<file path="src/rtl/diff_manchester_pkg.sv">
// Shared types for the differential-Manchester receive decoder.
package diff_manchester_pkg;

  typedef enum logic [1:0] {
    HUNT   = 2'd0,
    FIRST  = 2'd1,
    SECOND = 2'd2
  } dm_state_t;

endpackage

</file>
<file path="src/rtl/diff_manchester_decoder.sv">
// Differential-Manchester chip-to-bit decoder with AXI-Stream in/out, lock
// indication and a saturating code-violation counter.
//
// state  | meaning
// HUNT   | no bit alignment; waiting for two equal consecutive chips
// FIRST  | aligned; next chip is the first half of a bit
// SECOND | aligned; next chip must differ from the first half
module diff_manchester_decoder
  import diff_manchester_pkg::*;
#(
  parameter int C_S00_AXIS_TDATA_WIDTH = 32,
  parameter int C_M00_AXIS_TDATA_WIDTH = 32,
  parameter int CNT_W                  = 16
) (
  input  logic                                s00_axis_aclk,
  input  logic                                s00_axis_aresetn,
  input  logic                                s00_axis_tvalid,
  input  logic [C_S00_AXIS_TDATA_WIDTH-1:0]   s00_axis_tdata,
  input  logic [C_S00_AXIS_TDATA_WIDTH/8-1:0] s00_axis_tstrb,
  input  logic                                s00_axis_tlast,
  output logic                                s00_axis_tready,
  output logic                                m00_axis_tvalid,
  output logic [C_M00_AXIS_TDATA_WIDTH-1:0]   m00_axis_tdata,
  output logic [C_M00_AXIS_TDATA_WIDTH/8-1:0] m00_axis_tstrb,
  output logic                                m00_axis_tlast,
  input  logic                                m00_axis_tready,
  output logic                                locked,
  output logic                                viol_pulse,
  output logic [CNT_W-1:0]                    viol_count
);

  dm_state_t        state_q, state_d;
  logic             prev_chip_q, prev_chip_d;
  logic             have_prev_q, have_prev_d;
  logic             first_chip_q, first_chip_d;
  logic             pending_bit_q, pending_bit_d;
  logic             out_valid_q, out_valid_d;
  logic             out_bit_q, out_bit_d;
  logic             out_last_q, out_last_d;
  logic             viol_q, viol_d;
  logic [CNT_W-1:0] cnt_q, cnt_d;

  logic chip;
  logic chip_acc;
  logic unused_inputs;

  assign chip          = s00_axis_tdata[0];
  assign unused_inputs = ^{s00_axis_tstrb, s00_axis_tdata[C_S00_AXIS_TDATA_WIDTH-1:1]};

  // State register
  always_ff @(posedge s00_axis_aclk or negedge s00_axis_aresetn) begin
    if (!s00_axis_aresetn) begin
      state_q       <= HUNT;
      prev_chip_q   <= 1'b0;
      have_prev_q   <= 1'b0;
      first_chip_q  <= 1'b0;
      pending_bit_q <= 1'b0;
      out_valid_q   <= 1'b0;
      out_bit_q     <= 1'b0;
      out_last_q    <= 1'b0;
      viol_q        <= 1'b0;
      cnt_q         <= '0;
    end else begin
      state_q       <= state_d;
      prev_chip_q   <= prev_chip_d;
      have_prev_q   <= have_prev_d;
      first_chip_q  <= first_chip_d;
      pending_bit_q <= pending_bit_d;
      out_valid_q   <= out_valid_d;
      out_bit_q     <= out_bit_d;
      out_last_q    <= out_last_d;
      viol_q        <= viol_d;
      cnt_q         <= cnt_d;
    end
  end

  // Next-state and handshake
  always_comb begin
    state_d       = state_q;
    prev_chip_d   = prev_chip_q;
    have_prev_d   = have_prev_q;
    first_chip_d  = first_chip_q;
    pending_bit_d = pending_bit_q;
    out_valid_d   = out_valid_q & ~m00_axis_tready;
    out_bit_d     = out_bit_q;
    out_last_d    = out_last_q;
    viol_d        = 1'b0;

    chip_acc = s00_axis_tvalid & s00_axis_tready;

    if (chip_acc) begin
      prev_chip_d = chip;
      have_prev_d = 1'b1;
      unique case (state_q)
        HUNT: begin
          // Equal neighbours can only straddle a bit boundary carrying a 1.
          if (have_prev_q && (chip == prev_chip_q)) begin
            pending_bit_d = 1'b1;
            first_chip_d  = chip;
            state_d       = SECOND;
          end
        end
        FIRST: begin
          pending_bit_d = (chip == prev_chip_q);
          first_chip_d  = chip;
          state_d       = SECOND;
        end
        SECOND: begin
          if (chip != first_chip_q) begin
            out_valid_d = 1'b1;
            out_bit_d   = pending_bit_q;
            out_last_d  = s00_axis_tlast;
            state_d     = FIRST;
          end else begin
            viol_d  = 1'b1;
            state_d = HUNT;
          end
        end
        default: state_d = HUNT;
      endcase

      // Frame end always drops alignment; a partial bit counts as one violation.
      if (s00_axis_tlast) begin
        if ((state_q != SECOND) || (chip == first_chip_q)) viol_d = 1'b1;
        state_d     = HUNT;
        have_prev_d = 1'b0;
      end
    end

    cnt_d = cnt_q;
    if (viol_d && (cnt_q != {CNT_W{1'b1}})) cnt_d = cnt_q + CNT_W'(1);
  end

  // Outputs
  assign s00_axis_tready = m00_axis_tready | ~out_valid_q;
  assign m00_axis_tvalid = out_valid_q;
  assign m00_axis_tdata  = {{(C_M00_AXIS_TDATA_WIDTH-1){1'b0}}, out_bit_q};
  assign m00_axis_tstrb  = '1;
  assign m00_axis_tlast  = out_last_q;
  assign locked          = (state_q == FIRST) || (state_q == SECOND);
  assign viol_pulse      = viol_q;
  assign viol_count      = cnt_q;

endmodule

</file>
<file path="config.mk">
export PLATFORM = sky130hd
export DESIGN_NAME = diff_manchester_decoder
export DESIGN_NICKNAME = d
export VERILOG_FILES = /design/src/rtl/diff_manchester_pkg.sv /design/src/rtl/diff_manchester_decoder.sv
export SDC_FILE = /design/constraint.sdc
export NUM_CORES = 1
export LEC_CHECK = 0
export BUFFER_PORTS_ARGS = -buffer_cell sky130_fd_sc_hd__buf_2
export CAP_MARGIN = 25
export CORE_ASPECT_RATIO = 0.75
export CORE_MARGIN = 4
export CORE_UTILIZATION = 40
export CTS_CLUSTER_SIZE = 14
export DETAILED_ROUTE_END_ITERATION = 8
export PLACE_DENSITY = 0.73
export SLEW_MARGIN = 20
export SYNTH_ARGS = -nofsm -noshare
export SYNTH_HDL_FRONTEND = slang
export SYNTH_SLANG_ARGS = --single-unit
export TNS_END_PERCENT = 100
</file>
<file path="constraint.sdc">
create_clock -name s00_axis_aclk -period 2.3 [get_ports s00_axis_aclk]
set_clock_uncertainty 0.15 [all_clocks]
set_input_delay 0.115 -clock s00_axis_aclk [delete_from_list [all_inputs] [get_ports s00_axis_aclk]]
set_output_delay 0.115 -clock s00_axis_aclk [all_outputs]
set_load 0.05 [all_outputs]
</file>
---- Word level (Yosys, flattened, before mapping) ----
Index checks and enable logic that the tools add are counted.
W data, S select, Z words.
operators by class
  $add $sub $neg .......................... 1
  equal/unequal tests ..................... 9
  muxes and demuxes ....................... 17
  bitwise logic cells ..................... 5
  reductions and logical operators ........ 9
operators with widths
  operator                 number
  $add A16 B1 Y16 const B  1
  $ne A16 B16 Y1 const B   1
  $mux W1                  12
  $pmux W2 S3              1
  $reduce_and A3 Y1        2
  $mux W2                  2
  $ne A2 B2 Y1 const B     2
  $pmux W1 S2              2
  $ne A3 B3 Y1 const B     1
  $and A1 B1 Y1            2
  $eq A1 B1 Y1             2
  $eq A2 B1 Y1 const B     1
  $eq A2 B2 Y1 const B     1
  $logic_and A1 B1 Y1      2
  $logic_not A2 Y1         1
  $logic_or A1 B1 Y1       2
  $not A1 Y1               2
  $reduce_and A2 Y1        1
  $reduce_bool A2 Y1       1
  $ne A1 B1 Y1             1
  $or A1 B1 Y1             1
storage, ports and cells
  flip-flop bits (word level) ............. 26
  bits of input ports ..................... 41
  output and inout port bits .............. 57
  logic and storage cells ................. 51

---- Logic depth before layout (Yosys ltp) ----
  word-level depth ........................ 7
  depth in mapped cells ................... 7
  gate-level depth less buffers ........... 6

---- Least setup slack after synthesis ----
OpenSTA, ideal clock, no wires.
  kind .................................... register to register
  start ................................... register cnt_q[0], in the netlist viol_count[0]
  end ..................................... register cnt_q[15], in the netlist viol_count[15]
  library setup time ...................... 144 ps
  data arrival time ....................... 1868 ps
  required time ........................... 2006 ps
  setup slack ............................. 138 ps
  stages on the path, launching flop included .. 7
  path buffers ............................ 1
  period minus slack after synthesis ...... 2162 ps
  path through ............................ dfrtp_1 -> ha_1 -> nand3_1 -> nor4_1 -> clkbuf_1 -> nor4_1 -> xor2_1
between the ends
  longest elaborated chain between the ends .. 2
  elaborated cells on any way between the ends .. 3
  classes of those cells .................. add/sub (1); eq/ne (1); reduce/logical (1)
ends and longest elaborated chain
  what                                                                     RTL line                       text
  start: declaration                                                       diff_manchester_decoder.sv:41  logic [CNT_W-1:0] cnt_q, cnt_d;
  start signal: assignment                                                 diff_manchester_decoder.sv:73  cnt_q <= cnt_d;
  parallel branches: the longest is 2 deep, another holds $add A16 B1 Y16  --
Parallel ways; which one is timed is not known.
A chain may end at the register's enable or synchronous reset.

---- Worst setup path in the final report ----
  start ................................... input s00_axis_tdata[0]
  end ..................................... register cnt_q[12], in the netlist viol_count[12]
between the ends
  longest elaborated chain between the ends .. 7
  elaborated cells on any way between the ends .. 9
  classes of those cells .................. eq/ne (2); mux (5); reduce/logical (2)
ends and longest elaborated chain
  what                   RTL line                        text
  start: declaration     diff_manchester_decoder.sv:18   input logic [C_S00_AXIS_TDATA_WIDTH-1:0] s00_axis_tdata,
  $ne A1 B1 Y1           diff_manchester_decoder.sv:109  if (chip != first_chip_q) begin
  $mux W1                diff_manchester_decoder.sv:109
  $mux W1                diff_manchester_decoder.sv:94   unique case (state_q)
  $mux W1                diff_manchester_decoder.sv:124  if ((state_q != SECOND) || (chip == first_chip_q)) viol_d = 1'b1;
  $mux W1 *              diff_manchester_decoder.sv:123  if (s00_axis_tlast) begin
  $mux W1 *              diff_manchester_decoder.sv:91   if (chip_acc) begin
  $logic_and A1 B1 Y1 *  diff_manchester_decoder.sv:131  if (viol_d && (cnt_q != {CNT_W{1'b1}})) cnt_d = cnt_q + CNT_W'(1);
Mark *: on every way between the ends. The rest lies on a longest branch, timed or not.

==> metrics.txt <==
# TYPE chip_impl_metric gauge
chip_impl_metric{name="worst_pin_slew",unit="ns"} 0.553
chip_impl_metric{name="path_max_fanout",unit=""} 6
chip_impl_metric{name="detailedPlace.worstSlack",unit="ns"} 0.131
chip_impl_metric{name="finalCritPeriodShare",unit="%"} 94.8
chip_impl_metric{name="global_route.overflow_total",unit=""} 0
chip_impl_metric{name="power.ir.vdd_worst",unit="V"} 0.000704
chip_impl_metric{name="drt_pre_antenna_iters",unit=""} 4
chip_impl_metric{name="htree_num_levels",unit=""} 1
chip_impl_metric{name="cts_resized",unit=""} 0
chip_impl_metric{name="yosys_warnings",unit=""} 0
chip_impl_metric{name="layout-area-overhead-vs-synth",unit="%"} 10.1
chip_impl_metric{name="timing.max_cap.violations",unit=""} 0
chip_impl_metric{name="drt-total-wl",unit="µm"} 2790
chip_impl_metric{name="initial_core_util",unit="%"} 42.4
chip_impl_metric{name="setup_viol",unit=""} 0
chip_impl_metric{name="timing.critical_path.arrival",unit="ns"} 2.18
chip_impl_info{name="critical_path.slowest_cell",value="sky130_fd_sc_hd__dlygate4sd3_1"} 1
chip_impl_metric{name="grt_pass1_wl",unit="µm"} 4600
chip_impl_metric{name="final_net_count",unit=""} 241
chip_impl_metric{name="cts_num_sinks",unit=""} 26
chip_impl_info{name="rsz0062_at_grt",value="no"} 1
chip_impl_metric{name="power_leakage",unit="nW"} 0.897
chip_impl_metric{name="fin_area",unit="µm²"} 1740
chip_impl_metric{name="reg2reg_setup_slack",unit="ns"} 0.13
chip_impl_info{name="critical_path.startpoint",value="s00_axis_tdata[0]"} 1
chip_impl_metric{name="fp-row-count",unit=""} 19
chip_impl_metric{name="placed_area",unit="µm²"} 1650
chip_impl_metric{name="cp_data_required_time",unit="ns"} 2.30
chip_impl_info{name="category_of_the_critical_setup_timing_path",value="in -> reg"} 1
chip_impl_metric{name="netlist.area_leader.share",unit="%"} 41.1
chip_impl_metric{name="finalSetupTns",unit="ns"} 0
chip_impl_metric{name="clock_latency",unit="ns"} 0.26
chip_impl_info{name="timing.critical_path.to_type",value="flop"} 1
chip_impl_metric{name="max_stage_delay",unit="ns"} 0.53
chip_impl_metric{name="worst_slack",unit="ns"} 0.120
chip_impl_info{name="hold_class",value="in -> reg"} 1
chip_impl_metric{name="sequential_to_total_area_share_from_yosys_stat",unit="%"} 41.1
chip_impl_metric{name="floorplan.die.height",unit="µm"} 62.5
chip_impl_metric{name="cts-root-to-sink-buffers",unit=""} 2
chip_impl_metric{name="timing.slew.headroom",unit="%"} 63.1
chip_impl_info{name="clock-root-buffer",value="sky130_fd_sc_hd__clkbuf_8"} 1
chip_impl_metric{name="finalCriticalPeriod",unit="ns"} 2.18
chip_impl_metric{name="vias_per_cell",unit=""} 4.55
chip_impl_metric{name="floorplan.core_area",unit="µm²"} 3730
chip_impl_info{name="status",value="completed"} 1
chip_impl_metric{name="number_of_antenna_violations_at_the_first_check_in_global_routing",unit=""} 0
chip_impl_metric{name="io_pins",unit=""} 98
chip_impl_info{name="cp_cell_sequence",value="dlygate4sd3_1 > buf_2 > xor2_1 > a2111o_1 > nor4_1 > mux2_2"} 1
chip_impl_metric{name="antennaDiodeCount",unit=""} 0
chip_impl_info{name="synth_top_area_cell",value="sky130_fd_sc_hd__dfrtp_1"} 1
chip_impl_metric{name="post_detailed_route_count_of_antenna_violating_nets",unit=""} 0
chip_impl_metric{name="cts_made_buffers",unit=""} 3
chip_impl_info{name="synthTopCellsByArea",value="sky130_fd_sc_hd__dfrtp_1 (41%), sky130_fd_sc_hd__buf_4 (18%), sky130_fd_sc_hd__xor2_1 (7.8%)"} 1
chip_impl_metric{name="timing_hold_violations_final",unit=""} 0
chip_impl_metric{name="fillerInstances",unit=""} 366
chip_impl_metric{name="place.gp.congestion",unit=""} 0.834
chip_impl_info{name="reg2reg_start",value="state_q[0]"} 1
chip_impl_metric{name="synth.ff_latch_count",unit=""} 26
chip_impl_metric{name="via_count_of_the_routed_design",unit=""} 1120
chip_impl_metric{name="first_iter_violations",unit=""} 74
chip_impl_info{name="start_kind",value="primary input"} 1
chip_impl_metric{name="portBuffers",unit=""} 27
chip_impl_metric{name="post_route_cells_drive_above_1_share",unit="%"} 20.1
chip_impl_metric{name="die_x",unit="µm"} 80.6
chip_impl_metric{name="largest_net_degree_at_the_start_of_global_routing",unit=""} 27
chip_impl_metric{name="grt_pass1_vias",unit=""} 974
chip_impl_metric{name="drt-wirelength-per-cell",unit="µm"} 11.3
chip_impl_metric{name="syn_std_cell_area",unit="µm²"} 1580
chip_impl_metric{name="layout.core_utilization",unit="%"} 46.7
chip_impl_metric{name="post_syn_area_per_cell",unit="µm²"} 9.82
chip_impl_metric{name="hpwl",unit="µm"} 2170
chip_impl_info{name="tritoncts",value="built"} 1
chip_impl_metric{name="grt_util_all_layers",unit="%"} 11.3
chip_impl_info{name="worst_hold_startpoint",value="m00_axis_tready"} 1
chip_impl_metric{name="drc",unit=""} 0
chip_impl_metric{name="achievable-frequency",unit="MHz"} 459
chip_impl_metric{name="postSynthCellCount",unit=""} 161
chip_impl_metric{name="powerDensity",unit="nW/µm²"} 1110
chip_impl_metric{name="design.die.area",unit="µm²"} 5030
chip_impl_metric{name="synth_cell_type_count",unit=""} 29
chip_impl_metric{name="largest_register_ffs",unit=""} 16
chip_impl_metric{name="clk_pin_slew",unit="ns"} 0.08
chip_impl_metric{name="max_slew_vio_count",unit=""} 0
[cells by family after synthesis]
group	share of synthesized area [%]
AOI/OAI and AO/OA	5.14
xor gates and xnor gates	8.86
adders and majority gates	3.96
buffers and inverters	19.7
DFF	41.1
muxes	4.19
other	0.475
and+or+nand+nor	16.5
[Yosys cell counts]
cell type / n
sky130_fd_sc_hd__a2111o_1: 1
sky130_fd_sc_hd__a21oi_1: 2
sky130_fd_sc_hd__a22o_1: 1
sky130_fd_sc_hd__a311o_1: 1
sky130_fd_sc_hd__a31oi_1: 1
sky130_fd_sc_hd__a41oi_1: 1
sky130_fd_sc_hd__and3_1: 1
sky130_fd_sc_hd__and4_1: 3
sky130_fd_sc_hd__buf_4: 37
sky130_fd_sc_hd__clkbuf_1: 1
sky130_fd_sc_hd__conb_1: 2
sky130_fd_sc_hd__dfrtp_1: 26
sky130_fd_sc_hd__ha_1: 5
sky130_fd_sc_hd__inv_1: 8
sky130_fd_sc_hd__mux2_2: 5
sky130_fd_sc_hd__mux2i_1: 1
sky130_fd_sc_hd__nand2_1: 10
sky130_fd_sc_hd__nand3_1: 7
sky130_fd_sc_hd__nand4_1: 7
sky130_fd_sc_hd__nor2_1: 4
sky130_fd_sc_hd__nor2b_1: 2
sky130_fd_sc_hd__nor3_1: 8
sky130_fd_sc_hd__nor3b_1: 1
sky130_fd_sc_hd__nor4_1: 6
sky130_fd_sc_hd__o211ai_1: 1
sky130_fd_sc_hd__o21ai_0: 2
sky130_fd_sc_hd__o221ai_1: 1
sky130_fd_sc_hd__xnor2_1: 2
sky130_fd_sc_hd__xor2_1: 14
[area by class of cell]
cell class	instances	area, µm²	area share, %
sequential	26	651	37.4
tap	52	65.1	3.74
timing repair buffer	34	198	11.4
multi-input combinational	122	743	42.7
clock buffer	4	55.1	3.16
inverter	8	30.0	1.72
[path summary, 6_finish.rpt]
check | end | depth (start not counted)
min | m00_axis_tvalid | 4
max reg2reg | viol_count[12] | 5
max | viol_count[12] | 6
min reg2reg | m00_axis_tlast | 2
min in group asynchronous | viol_count[8] | 2
max in group asynchronous | out_bit_q | 2
[report_power, final]
part	total, mW	switching (mW)	leakage (nW)	internal, mW
Combinational	0.940	0.714	0.548	0.226
Clock	0.285	0.132	0.0288	0.153
Sequential	0.704	0.130	0.320	0.574
[cells in the final DEF, fill, tap and decap left out, drive strengths merged, types with 6 or more instances in the layout]
cell type,synthesis,routed
nand2,10,10
nand4,7,7
inv,8,8
dfrtp,26,26
conb,2,35
nor4,6,6
nand3,7,7
buf,37,30
xor2,14,14
nor3,8,8
[per-stage QoR]
stage | instances | hold WS (ns) | total power [mW]
after floorplan | 194 | -0.331 | 1.50
after global placement | 238 | -0.00407 | 1.64
after detailed placement | 238 | -0.00261 | 1.65
after CTS | 246 | 0.0669 | 1.95
after global routing | 246 | 0.0957 | 2.06
final | 246 | 0.0896 | 1.93
[timing repair]
| action | in CTS | in global routing |
|---|---|---|
| buffers inserted | 0 | 0 |
| endpoints found under the hold margin | 30 | 0 |
| hold buffers | 4 | 0 |
[layer usage]
metal	global-route usage (%)	vias up	wire, µm
li1	-	552	-
met1	15.5	521	1250
met2	16.9	45	1210
met3	5.19	2	309
met4	1.48	0	13
met5	0	-	0
[worst max-delay path, delay by kind of cell]
kind                      cells  cell delay [ns]
buffers and inverters         2             0.68
AOI/OAI and AO/OA             1             0.51
muxes                         1             0.37
and+or+nand+nor               1             0.34
xor gates and xnor gates      1             0.16
Power figures use the tool's default switching activity.
